[config.mk]
export PLATFORM = sky130hd
export DESIGN_NAME = alu_op_sequencer_flat
export DESIGN_NICKNAME = d
export VERILOG_FILES = /design/src/rtl/alu_op_sequencer_if.sv /design/src/rtl/alu_op_sequencer.sv /design/src/flat_wrapper.sv
export SDC_FILE = /design/constraint.sdc
export NUM_CORES = 1
export LEC_CHECK = 0
export ABC_AREA = 0
export CAP_MARGIN = 0
export CORE_MARGIN = 1
export CORE_UTILIZATION = 45
export DETAILED_ROUTE_END_ITERATION = 10
export GPL_TIMING_DRIVEN = 0
export PLACE_DENSITY = 0.73
export RECOVER_POWER = 100
export SETUP_SLACK_MARGIN = 0.15
export SLEW_MARGIN = 5
export SYNTH_ARGS = -nofsm -noshare
export SYNTH_HDL_FRONTEND = slang
export SYNTH_SLANG_ARGS = --single-unit
[constraint.sdc]
create_clock -name clk -period 1.88 [get_ports clk]
set_clock_uncertainty 0.1 [all_clocks]
set_input_delay 0.188 -clock clk [delete_from_list [all_inputs] [get_ports clk]]
set_output_delay 0.188 -clock clk [all_outputs]
set_load 0.005 [all_outputs]
[src/rtl/alu_op_sequencer_if.sv]
// Button/switch inputs and register-control outputs of the ALU operation sequencer.
// master = the sequencer itself, slave = the board/datapath side that feeds and consumes it.
interface alu_op_sequencer_if;
    logic       btn_execute;
    logic [3:0] operation;
    logic       op_done;
    logic       enable_A;
    logic       enable_B;
    logic       enable_Y;
    logic       op_start;
    logic [3:0] op_sel;
    logic       busy;
    logic       error;
    logic [2:0] state_out;

    // Handshake: op_start is a one-cycle request; op_done is a one-cycle
    // response that is only honoured while the sequencer waits in S_WAIT_DONE.
    modport master (
        input  btn_execute, operation, op_done,
        output enable_A, enable_B, enable_Y, op_start, op_sel, busy, error, state_out
    );

    modport slave (
        output btn_execute, operation, op_done,
        input  enable_A, enable_B, enable_Y, op_start, op_sel, busy, error, state_out
    );
endinterface

[src/rtl/alu_op_sequencer.sv]
// Execute-button sequencer for the A/B/Y operand registers and the operation unit.
// Optional macro BTN_DEBOUNCE_EN inserts a DEBOUNCE_CYCLES stable-high filter in the button path.
module alu_op_sequencer #(
    parameter logic [15:0] MULTI_OPS       = 16'hFF00,
    parameter int          TIMEOUT_CYCLES  = 255,
    parameter int          DEBOUNCE_CYCLES = 16
) (
    input  logic                 clk,
    input  logic                 reset,
    alu_op_sequencer_if.master   bus
);

    typedef enum logic [2:0] {
        S_LOAD_A    = 3'd0,
        S_WR_A      = 3'd1,
        S_WAIT_B    = 3'd2,
        S_WR_B      = 3'd3,
        S_EXEC      = 3'd4,
        S_WAIT_DONE = 3'd5,
        S_WR_Y      = 3'd6,
        S_SHOW      = 3'd7
    } state_t;

    localparam int TW = $clog2(TIMEOUT_CYCLES + 1);

    state_t        state;
    state_t        state_nxt;
    logic [TW-1:0] wait_cnt;
    logic          timeout_hit;
    logic          start_nxt;
    logic          set_error;
    logic          clr_error;

    logic          sync1;
    logic          sync2;
    logic          press;

    logic          enable_a_q;
    logic          enable_b_q;
    logic          enable_y_q;
    logic          op_start_q;
    logic [3:0]    op_sel_q;
    logic          busy_q;
    logic          error_q;

    // Synchronizer flops reset high so a button held through reset looks
    // like an already-seen level rather than a fresh press.
    always_ff @(posedge clk) begin
        if (reset) begin
            sync1 <= 1'b1;
            sync2 <= 1'b1;
        end else begin
            sync1 <= bus.btn_execute;
            sync2 <= sync1;
        end
    end

`ifdef BTN_DEBOUNCE_EN
    localparam int DBW = $clog2(DEBOUNCE_CYCLES + 1);

    logic [DBW-1:0] db_cnt;
    logic           db_level;
    logic           db_prev;

    // Level rises after DEBOUNCE_CYCLES consecutive high samples, drops on any low sample.
    always_ff @(posedge clk) begin
        if (reset) begin
            db_cnt   <= DBW'(DEBOUNCE_CYCLES);
            db_level <= 1'b1;
            db_prev  <= 1'b1;
        end else begin
            db_prev <= db_level;
            if (!sync2) begin
                db_cnt   <= '0;
                db_level <= 1'b0;
            end else if (db_cnt < DBW'(DEBOUNCE_CYCLES)) begin
                db_cnt <= db_cnt + 1'b1;
                if (db_cnt == DBW'(DEBOUNCE_CYCLES - 1)) begin
                    db_level <= 1'b1;
                end
            end
        end
    end

    assign press = db_level & ~db_prev;
`else
    logic btn_prev;

    always_ff @(posedge clk) begin
        if (reset) begin
            btn_prev <= 1'b1;
        end else begin
            btn_prev <= sync2;
        end
    end

    assign press = sync2 & ~btn_prev;
`endif

    assign timeout_hit = (wait_cnt == TW'(TIMEOUT_CYCLES - 1));

    always_comb begin
        state_nxt = state;
        start_nxt = 1'b0;
        set_error = 1'b0;
        clr_error = 1'b0;
        case (state)
            S_LOAD_A: begin
                if (press) state_nxt = S_WR_A;
            end
            S_WR_A: begin
                state_nxt = S_WAIT_B;
            end
            S_WAIT_B: begin
                if (press) state_nxt = S_WR_B;
            end
            S_WR_B: begin
                state_nxt = S_EXEC;
            end
            S_EXEC: begin
                if (MULTI_OPS[bus.operation]) begin
                    state_nxt = S_WAIT_DONE;
                    start_nxt = 1'b1;
                end else begin
                    state_nxt = S_WR_Y;
                end
            end
            S_WAIT_DONE: begin
                // A done arriving on the last allowed cycle still wins over the timeout.
                if (bus.op_done) begin
                    state_nxt = S_WR_Y;
                end else if (timeout_hit) begin
                    state_nxt = S_SHOW;
                    set_error = 1'b1;
                end
            end
            S_WR_Y: begin
                state_nxt = S_SHOW;
            end
            S_SHOW: begin
                if (press) begin
                    state_nxt = S_LOAD_A;
                    clr_error = 1'b1;
                end
            end
            default: begin
                state_nxt = S_LOAD_A;
            end
        endcase
    end

    // Outputs are registered from the next state so each pulse lines up
    // exactly with the cycle spent in its state.
    always_ff @(posedge clk) begin
        if (reset) begin
            state      <= S_LOAD_A;
            wait_cnt   <= '0;
            enable_a_q <= 1'b0;
            enable_b_q <= 1'b0;
            enable_y_q <= 1'b0;
            op_start_q <= 1'b0;
            op_sel_q   <= 4'h0;
            busy_q     <= 1'b0;
            error_q    <= 1'b0;
        end else begin
            state      <= state_nxt;
            enable_a_q <= (state_nxt == S_WR_A);
            enable_b_q <= (state_nxt == S_WR_B);
            enable_y_q <= (state_nxt == S_WR_Y);
            op_start_q <= start_nxt;
            busy_q     <= (state_nxt == S_EXEC) || (state_nxt == S_WAIT_DONE) ||
                          (state_nxt == S_WR_Y);
            if ((state == S_WAIT_DONE) && (state_nxt == S_WAIT_DONE)) begin
                wait_cnt <= wait_cnt + 1'b1;
            end else begin
                wait_cnt <= '0;
            end
            if (state == S_EXEC) begin
                op_sel_q <= bus.operation;
            end
            if (set_error) begin
                error_q <= 1'b1;
            end else if (clr_error) begin
                error_q <= 1'b0;
            end
        end
    end

    assign bus.enable_A  = enable_a_q;
    assign bus.enable_B  = enable_b_q;
    assign bus.enable_Y  = enable_y_q;
    assign bus.op_start  = op_start_q;
    assign bus.op_sel    = op_sel_q;
    assign bus.busy      = busy_q;
    assign bus.error     = error_q;
    assign bus.state_out = state;

endmodule

[src/flat_wrapper.sv]
// flat-port wrapper written by rule: the top's interface ports become plain ports
module alu_op_sequencer_flat 
#(
    parameter logic [15:0] MULTI_OPS       = 16'hFF00,
    parameter int          TIMEOUT_CYCLES  = 255,
    parameter int          DEBOUNCE_CYCLES = 16
)
  (clk, reset, bus_btn_execute, bus_operation, bus_op_done, bus_enable_A, bus_enable_B, bus_enable_Y, bus_op_start, bus_op_sel, bus_busy, bus_error, bus_state_out);
  alu_op_sequencer_if bus_i ();
  input  logic clk;
  input  logic reset;
  input wire logic [$bits(bus_i.btn_execute)-1:0] bus_btn_execute;
  input wire logic [$bits(bus_i.operation)-1:0] bus_operation;
  input wire logic [$bits(bus_i.op_done)-1:0] bus_op_done;
  output wire logic [$bits(bus_i.enable_A)-1:0] bus_enable_A;
  output wire logic [$bits(bus_i.enable_B)-1:0] bus_enable_B;
  output wire logic [$bits(bus_i.enable_Y)-1:0] bus_enable_Y;
  output wire logic [$bits(bus_i.op_start)-1:0] bus_op_start;
  output wire logic [$bits(bus_i.op_sel)-1:0] bus_op_sel;
  output wire logic [$bits(bus_i.busy)-1:0] bus_busy;
  output wire logic [$bits(bus_i.error)-1:0] bus_error;
  output wire logic [$bits(bus_i.state_out)-1:0] bus_state_out;
  assign bus_i.btn_execute = bus_btn_execute;
  assign bus_i.operation = bus_operation;
  assign bus_i.op_done = bus_op_done;
  assign bus_enable_A = bus_i.enable_A;
  assign bus_enable_B = bus_i.enable_B;
  assign bus_enable_Y = bus_i.enable_Y;
  assign bus_op_start = bus_i.op_start;
  assign bus_op_sel = bus_i.op_sel;
  assign bus_busy = bus_i.busy;
  assign bus_error = bus_i.error;
  assign bus_state_out = bus_i.state_out;
  alu_op_sequencer #(.MULTI_OPS(MULTI_OPS), .TIMEOUT_CYCLES(TIMEOUT_CYCLES), .DEBOUNCE_CYCLES(DEBOUNCE_CYCLES)) u_core (.clk(clk), .reset(reset), .bus(bus_i));
endmodule
## Word level (Yosys, flattened, before mapping)

Memories as Yosys holds them, arrays and structs flattened.
Index checks and enable logic that the tools add are counted.

- Register bits: 24
- Bits in latches: 0
- Memory bits (writable): 0
- ROM bits: 16
- Output and inout port bits: 13
- Memories: 1

Memory list:

| memory | depth | bits a word | rd ports | clocked after Yosys merged registers in | wr ports | line | text |
|---|---|---|---|---|---|---|---|
| (no name shown) | 16 | 1 | 1 | 0 | 0 | alu_op_sequencer.sv:121 | `if (MULTI_OPS[bus.operation]) begin` |

- $add $sub $neg: 1
- Multipliers: 0
- Divide/modulo/power cells: 0
- Order comparisons: 1
- Equal/unequal tests: 13
- Shifts and indexed selects: 0
- Multiplexer cells: 16
- Bitwise logic cells: 4
- Reductions and logical operators: 7

Operator list:

| kind | count |
|---|---|
| $pmux 3 s8 | 1 |
| $eq 3x3->1 const B | 7 |
| $mux 3 | 5 |
| $eq 3x2->1 const B | 3 |
| $mux 1 | 9 |
| $add 8x1->8 const B | 1 |
| $eq 8x8->1 const B | 1 |
| $eq 3x1->1 const B | 2 |
| $lt 4x5->1 const B | 1 |
| $reduce_or 2->1 | 2 |
| $logic_not 3->1 | 1 |
| $not 1->1 | 3 |
| $logic_or 1x1->1 | 2 |
| $mux 2 | 1 |
| $reduce_bool 2->1 | 1 |
| $and 1x1->1 | 1 |
| $logic_and 1x1->1 | 1 |

## Logic depth before layout (Yosys ltp)

Gate-level depths: netlist of run 1.

- Word-level depth: 8
- Mapped depth: 6
- Mapped depth without buffers: 6

## Worst setup path before layout of run 1

OpenSTA, ideal clock, no wires.

- Kind: register to register
- Start point: reg u_core.wait_cnt[0]
- End point: reg u_core.enable_b_q, in the netlist u_core.bus.enable_B
- Setup time: 0.100 ns
- Arrival time: 1.257 ns
- Required time: 1.680 ns
- Setup slack: 0.423 ns
- Stages on the path, launching flop included: 7
- Buffers on the path: 0
- Cell sequence: dfxtp_1 > inv_1 > ha_1 > and3_1 > nand2_2 > a21o_1 > a2111oi_4

- Word-level cells in the longest chain between the ends: 5

Ends and longest elaborated chain:

| item | line | text |
|---|---|---|
| start, declared | alu_op_sequencer.sv:28 | `logic [TW-1:0] wait_cnt;` |
| start signal, assigned | alu_op_sequencer.sv:174 | `wait_cnt <= wait_cnt + 1'b1;` |
| $eq 8x8->1 | alu_op_sequencer.sv:100 | `assign timeout_hit = (wait_cnt == TW'(TIMEOUT_CYCLES - 1));` |
| $mux 3 | alu_op_sequencer.sv:132 | `end else if (timeout_hit) begin` |
| $mux 3 | alu_op_sequencer.sv:130 | `if (bus.op_done) begin` |
| $pmux 3 s8 | alu_op_sequencer.sv:107 | `case (state)` |
| $eq 3x2->1 | alu_op_sequencer.sv:168 | `enable_b_q <= (state_nxt == S_WR_B);` |
| end signal, assigned | alu_op_sequencer.sv:168 |  |
| end, declared | alu_op_sequencer.sv:39 | `logic enable_b_q;` |

No other way between the ends.
A chain may end at the register's enable or synchronous reset.

## Worst setup path after layout of run 1

- Start point: reg u_core.state[0], in the netlist u_core.bus.state_out[0]
- End point: reg u_core.enable_y_q, in the netlist u_core.bus.enable_Y

- Word-level cells in the longest chain between the ends: 4
- Elaborated cells on any way between the ends: 15

Ends and longest elaborated chain:

| item | line | text |
|---|---|---|
| start, declared | alu_op_sequencer.sv:26 | `state_t state;` |
| start signal, assigned | alu_op_sequencer.sv:166 | `state <= state_nxt;` |
| $mux 3 | alu_op_sequencer.sv:132 |  |
| $mux 3 | alu_op_sequencer.sv:130 |  |
| $pmux 3 s8 (*) | alu_op_sequencer.sv:107 |  |
| $eq 3x3->1 (*) | alu_op_sequencer.sv:169 | `enable_y_q <= (state_nxt == S_WR_Y);` |
| end signal, assigned | alu_op_sequencer.sv:169 |  |
| end, declared | alu_op_sequencer.sv:40 | `logic enable_y_q;` |

Every way passes the cells marked *; elsewhere a longest branch is shown, timed or not.

==> flow_metrics.tcl, run 1 <==
set metrics [dict create \
    cp_max_fo 9 \
    path_class "flip-flop to flip-flop" \
    area_growth_pct 21.2 \
    cts_setup_buffers 0 \
    arrival_ns 1.78 \
    yosysMostFrequentCell "dfxtp_1" \
    diodes 0 \
    tns_ns 0 \
    drt_first_iter_violations 4 \
    ys_types 36 \
    synth_area_leader_cell "dfxtp_1" \
    status "completed" \
    relSlewSlack_pct 69.6 \
    synth_edf_count 0 \
    fin_util_pct 58.3 \
    gp_congestion 0.800 \
    hold_viol 0 \
    slew_violations 0 \
    dieArea_um2 2590 \
    synthMuxAreaShare_pct 3.73 \
    drive_above_1_share_pct 17.6 \
    ys_top_cells_by_count "24 x dfxtp_1, 17 x nor2_1, 6 x nand2_1, 4 x mux2i_1" \
    fp.coreArea_um2 2230 \
    cellPowerDensity_nw_per_um2 585 \
    worst_pin_slew_ns 0.455 \
    cts-root-buf "clkbuf_4" \
    r2r_slack_ns 0.26 \
    ys_warn_count 0 \
    peakVddDrop_mv 0.613 \
    routed_wl_mm 1.69 \
    syn_inst 96 \
    synth_xor_area_share_pct 6.40 \
    grt_pass1_wl_mm 2.98 \
    avgSynthCellArea_um2 11.2 \
    rsz0062_at_grt "no" \
    ys_seq_area_share_pct 44.7 \
    start_util_pct 48.1 \
    path_clk_slew_ns 0.11 \
    firstDrtPassIters 4 \
    cp.required_ns 2.03 \
    htree_num_levels 1 \
    clk_latency_ns 0.30 \
    synth_compound_area_share_pct 17.7 \
    grt_use_total_pct 15.9 \
    port-buffer-count 20 \
    num_vias 717 \
    crit_buf_inv 1 \
    clock-sinks 24 \
    grt_max_degree 13 \
    cts_buffer_depth 2 \
    p_leak_nw 0.517 \
    max_cap_violations 0 \
    synth-simple-area-share_pct 21.3 \
    pin_count 21 \
    syn-num-nets 106 \
    startpoint_type "flip-flop" \
    slowest_stage "or3b_1" \
    synth-async-reset-ratio_pct 0 \
    hpwl_mm 1.36 \
    hold_buffers 0 \
    remaining_drc_errors 0 \
    post-route-period-util_pct 86.4 \
    synthAdderAreaFrac_pct 2.33 \
    synth_top_area_share_pct 44.7 \
    min_path_type "flip-flop to flip-flop" \
    synthFlopType "dfxtp_1" \
    fmax_mhz 616 \
    worst_setup_path_end_kind "flip-flop" \
    die_x_um 50.9 \
    synth_seq_cells 24 \
    tritoncts "built" \
    crit_chain "clkbuf_2 -> or3b_1 -> a21oi_1 -> a211o_1 -> and3_1" \
    grt_pass1_vias 664 \
    die_h_um 50.9 \
    crit_family "simple AND/OR/NAND/NOR gates" \
    numCtsBuffers 3 \
    rows 17 \
    finalCriticalPeriod_ns 1.62 \
    nets 131 \
    antenna_found_initial 0 \
    synth_top_family_by_area "simple AND/OR/NAND/NOR gates" \
    wire_per_inst_um 11.5 \
    fin_ws_ns 0.256 \
    cts_resized 0 \
    synth_area_leaders "dfxtp_1 45%, nor2_1 5.9%, a2111oi_4 5.1%, mux2i_1 3.7%, buf_6 3.1%" \
    place_ws_ns 0.161 \
    via_per_inst 4.88 \
    slowest_delay_ns 0.38 \
    drtAntennaViolNets 0 \
    grt_overflow_total 0 \
    synth_area_um2 1070 \
    finalSetupViolCount 0 \
]
## placed cells by master (no fill, tap or decap)
cell / synthesis / layout
xor2_2: 1 / 1
and4bb_1: 1 / 1
a21oi_2: 2 / 1
o21a_1: 1 / 1
nor2_1: 17 / 17
dfxtp_1: 24 / 24
clkdlybuf4s50_1: 0 / 6
a32oi_1: 1 / 1
mux2i_1: 4 / 4
clkbuf_1: 1 / 1
a211o_1: 0 / 1
xor2_1: 3 / 3
clkbuf_4: 0 / 3
a31oi_4: 1 / 1
nor3b_2: 1 / 1
a2111oi_4: 2 / 2
and3b_1: 1 / 1
a21o_2: 1 / 1
xnor2_1: 3 / 3
clkbuf_2: 0 / 1
inv_1: 1 / 1
dlygate4sd3_1: 0 / 14
or3b_1: 1 / 1
and3_4: 1 / 1
nand2_1: 6 / 7
o211ai_2: 0 / 1
and2b_1: 1 / 1
and3_1: 2 / 2
a21oi_1: 1 / 2
or2_2: 3 / 3
nand2b_1: 1 / 1
nand3_1: 2 / 2
a211oi_4: 1 / 1
and4_4: 1 / 1
a21o_1: 1 / 1
nand3b_2: 1 / 1
ha_1: 2 / 2
buf_6: 3 / 2
nor3_1: 1 / 1
## worst register-to-register path: cells and delay by family, from the launching register on
family                 cells  cell delay (ns)
and+or+nand+nor            2             0.56
DFF                        1             0.32
AOI/OAI and AO/OA          2             0.42
buffers and inverters      1             0.18
## flip-flops by register name, indices dropped and copies added (netlist names)
register,cells
u_core.wait_cnt,8
u_core.bus.enable_Y,1
u_core.bus.state_out,3
u_core.bus.busy,1
u_core.sync2,1
u_core.sync1,1
u_core.bus.enable_B,1
u_core.bus.op_sel,4
u_core.btn_prev,1
u_core.bus.error,1
u_core.bus.enable_A,1
u_core.bus.op_start,1
## metrics by stage
step	power (mW)	hold slack (ns)	instance area [µm²]	cells
floorplan	0.547	0.152	1070	96
global placement	0.571	0.292	1310	144
detailed placement	0.572	0.307	1310	144
CTS	0.780	0.335	1330	147
global route	0.811	0.321	1300	147
finish	0.763	0.332	1300	147
## metal layers
metal	wire length [µm]	vias to the layer above	global-route usage (%)
li1	-	375	-
met1	822	328	19.9
met2	797	10	25.1
met3	52	4	5.06
met4	21	0	6.94
met5	0	-	0
## final timing paths
check | from | cells after the start | endpoint
worst min register to register | u_core.sync1 | 1 | u_core.sync2
worst min-delay path | u_core.sync1 | 1 | u_core.sync2
worst max register to register | u_core.bus.state_out[0] | 5 | u_core.bus.enable_Y
worst max-delay path | u_core.bus.state_out[0] | 5 | u_core.bus.enable_Y
## power by group
group | switching (mW) | internal [mW] | total (mW)
sequential | 0.00181 | 0.512 | 0.514
combinational | 0.0196 | 0.0235 | 0.0432
clock | 0.131 | 0.0746 | 0.205
total | 0.152 | 0.610 | 0.763
## layout make-up
| cell class | count | area [µm²] |
|---|---|---|
| clock buffer | 3 | 22.5 |
| sequential | 24 | 480 |
| timing repair buffer | 20 | 200 |
| inverter | 1 | 3.75 |
| buffer | 4 | 31.3 |
| multi-input combinational | 67 | 529 |
| tap | 28 | 35.0 |
| fill | 204 | 931 |
## cell families after synthesis
family                   count (synthesis)
multiplexers                             4
AO/OA/AOI/OAI                           13
AND/OR/NAND/NOR                         41
XOR/XNOR                                 7
flip-flops                              24
buffers and inverters                    5
adder cells (fa/ha/maj)                  2
Note: power is estimated with default switching activity, not from simulation.
==> inputs of run 2 (changes only) <==
CORE_MARGIN = 10   (was 1)
CORE_UTILIZATION = 49   (was 45)
PLACE_DENSITY = 0.78   (was 0.73)
==> run 2 against run 1 <==
  * Via count up 2.1%
  * Routed wire length rose by 16%
  * Maximum frequency decreased by 4.2%
  * First-iteration DRC count increased to 3.3 times the previous value
  * Critical path depth unchanged
  * Sequential share of layout area decreased by 0.90 points
  * Die area up 73%
  * Clock power is 80% higher
  * Final area is 2.5% higher
  * Largest cell class unchanged
  * Power grew 22%
  * Final cell count unchanged
  * Combinational power increased by 4%
  * Critical path type unchanged
==> flow_metrics.tcl, run 2 (same netlist as run 1, synthesis figures left out) <==
set metrics [dict create \
    die_h_um 66.8 \
    diodes 0 \
    post-route-period-util_pct 90.2 \
    hold_viol 0 \
    die_x_um 66.8 \
    max_cap_violations 0 \
    dieArea_um2 4470 \
    wl_met3_um 98 \
    grt_overflow_total 0 \
    cts_resized 0 \
    clk_latency_ns 0.31 \
    status "completed" \
    r2r_start "u_core.bus.state_out[2]" \
    finalCriticalPeriod_ns 1.70 \
    hp-start "u_core.sync1" \
    grt_max_degree 15 \
    worst_pin_slew_ns 0.482 \
    via_per_inst 4.98 \
    final_cell_mix "24 x dfxtp_1, 17 x nor2_1, 14 x dlygate4sd3_1" \
    arrival_ns 1.86 \
    num_vias 732 \
    regMostFlops "u_core.wait_cnt" \
    path_clk_slew_ns 0.13 \
    path_class "flip-flop to flip-flop" \
    antenna_found_initial 0 \
    peakVddDrop_mv 0.482 \
    p_leak_nw 0.524 \
    start_util_pct 53.2 \
    fmax_mhz 590 \
    drt_first_iter_violations 13 \
    finalSetupViolCount 0 \
    relSlewSlack_pct 67.7 \
    worst_setup_path_end_kind "flip-flop" \
    grt_pass1_vias 682 \
    hold_slack_ns 0.323 \
    routed.top_layer "met4" \
    layout_commonest_cell "dfxtp_1" \
    grt_pass1_wl_mm 3.13 \
    drtAntennaViolNets 0 \
    whs_path_depth 1 \
    remaining_drc_errors 0 \
    cts_setup_buffers 0 \
    rr_worst_depth 5 \
    rsz0062_at_grt "no" \
    clock-sinks 24 \
    r2r_slack_ns 0.18 \
    htree_num_levels 1 \
    slew_violations 0 \
    hpwl_mm 1.49 \
    cts-root-buf "clkbuf_4" \
    firstDrtPassIters 4 \
    cp_max_fo 9 \
    power_uw 928 \
    cts_buffer_depth 2 \
    grt_use_total_pct 8.97 \
    nets 131 \
    gp_congestion 0.793 \
    tns_ns 0 \
    met2_length_mm 1.00 \
    cellPowerDensity_nw_per_um2 695 \
    fp.coreArea_um2 2020 \
    pin_count 21 \
    numCtsBuffers 3 \
    area_growth_pct 24.2 \
    tritoncts "built" \
    whs_endpoint "u_core.sync2" \
    largest_reg_flops 8 \
    port-buffer-count 20 \
    drive_above_1_share_pct 17.5 \
    wl_met1_um 853 \
    r2r-end "u_core.bus.enable_Y" \
    startpoint_type "flip-flop" \
    hold_buffers 0 \
    wire_per_inst_um 13.4 \
    min_path_type "flip-flop to flip-flop" \
    routed_wl_mm 1.96 \
    cp.required_ns 2.05 \
    rows 16 \
]
## run 2: cell types whose count changed in the layout (fill, tap and decap cells not counted)
cell / before / now
bufinv_16: 0 / 1
o211ai_4: 0 / 1
o211ai_2: 1 / 0
and3_4: 1 / 0
and3_1: 2 / 3
## run 2: layer usage
layer  GRT usage [%]  vias to the layer above
li1                -                      374
met1            10.0                      348
met2            15.4                        8
met3            2.51                        2
met4            3.93                        0
met5               0                        -
## run 2: through the flow
stage          std cells  utilization, %  area, µm²  setup WS, ns
2_1_floorplan         96               -       1070         0.423
3_3_place_gp         143            64.7       1310         0.175
3_5_place_dp         143            64.7       1310         0.175
4_1_cts              147            67.3       1360         0.292
5_1_grt              147            66.0       1340         0.110
6_report             147            66.0       1340         0.185
## run 2: worst max-delay path, cell delays in order (launching register included)
cell,delay [ns]
dfxtp_1,0.34
clkbuf_2,0.20
or3b_1,0.37
a21oi_1,0.18
a211o_1,0.27
and3_1,0.19
## run 2: where the power goes
group | switching, mW | total (mW) | internal, mW
combinational | 0.0207 | 0.0448 | 0.0240
sequential | 0.00167 | 0.514 | 0.513
clock | 0.154 | 0.369 | 0.215
total | 0.176 | 0.928 | 0.752
## run 2: how the worst max path moves through the flow
stage	startpoint	cells after the start	endpoint	slack, ns
after floorplan	u_core.wait_cnt[0]	6	u_core.bus.enable_B	0.42
after global placement	bus_op_done	4	u_core.bus.enable_B	0.18
after detailed placement	bus_op_done	4	u_core.bus.enable_B	0.18
after CTS	u_core.wait_cnt[0]	6	u_core.bus.enable_B	0.29
after global routing	u_core.bus.state_out[2]	5	u_core.bus.enable_Y	0.11
final	u_core.bus.state_out[2]	5	u_core.bus.enable_Y	0.18
## run 2: area by class of cell
class,instances,area [µm²]
buffer,4,31.3
clock buffer,3,22.5
clock inverter,1,30.0
fill,168,687
inverter,1,3.75
multi-input combinational,67,533
sequential,24,480
tap,27,33.8
timing repair buffer,20,200
==> inputs of run 3 (changes only) <==
SLEW_MARGIN = default   (was 5)
==> results of run 3 <==
Final layout, timing and power as in run 2 (identical DEF).
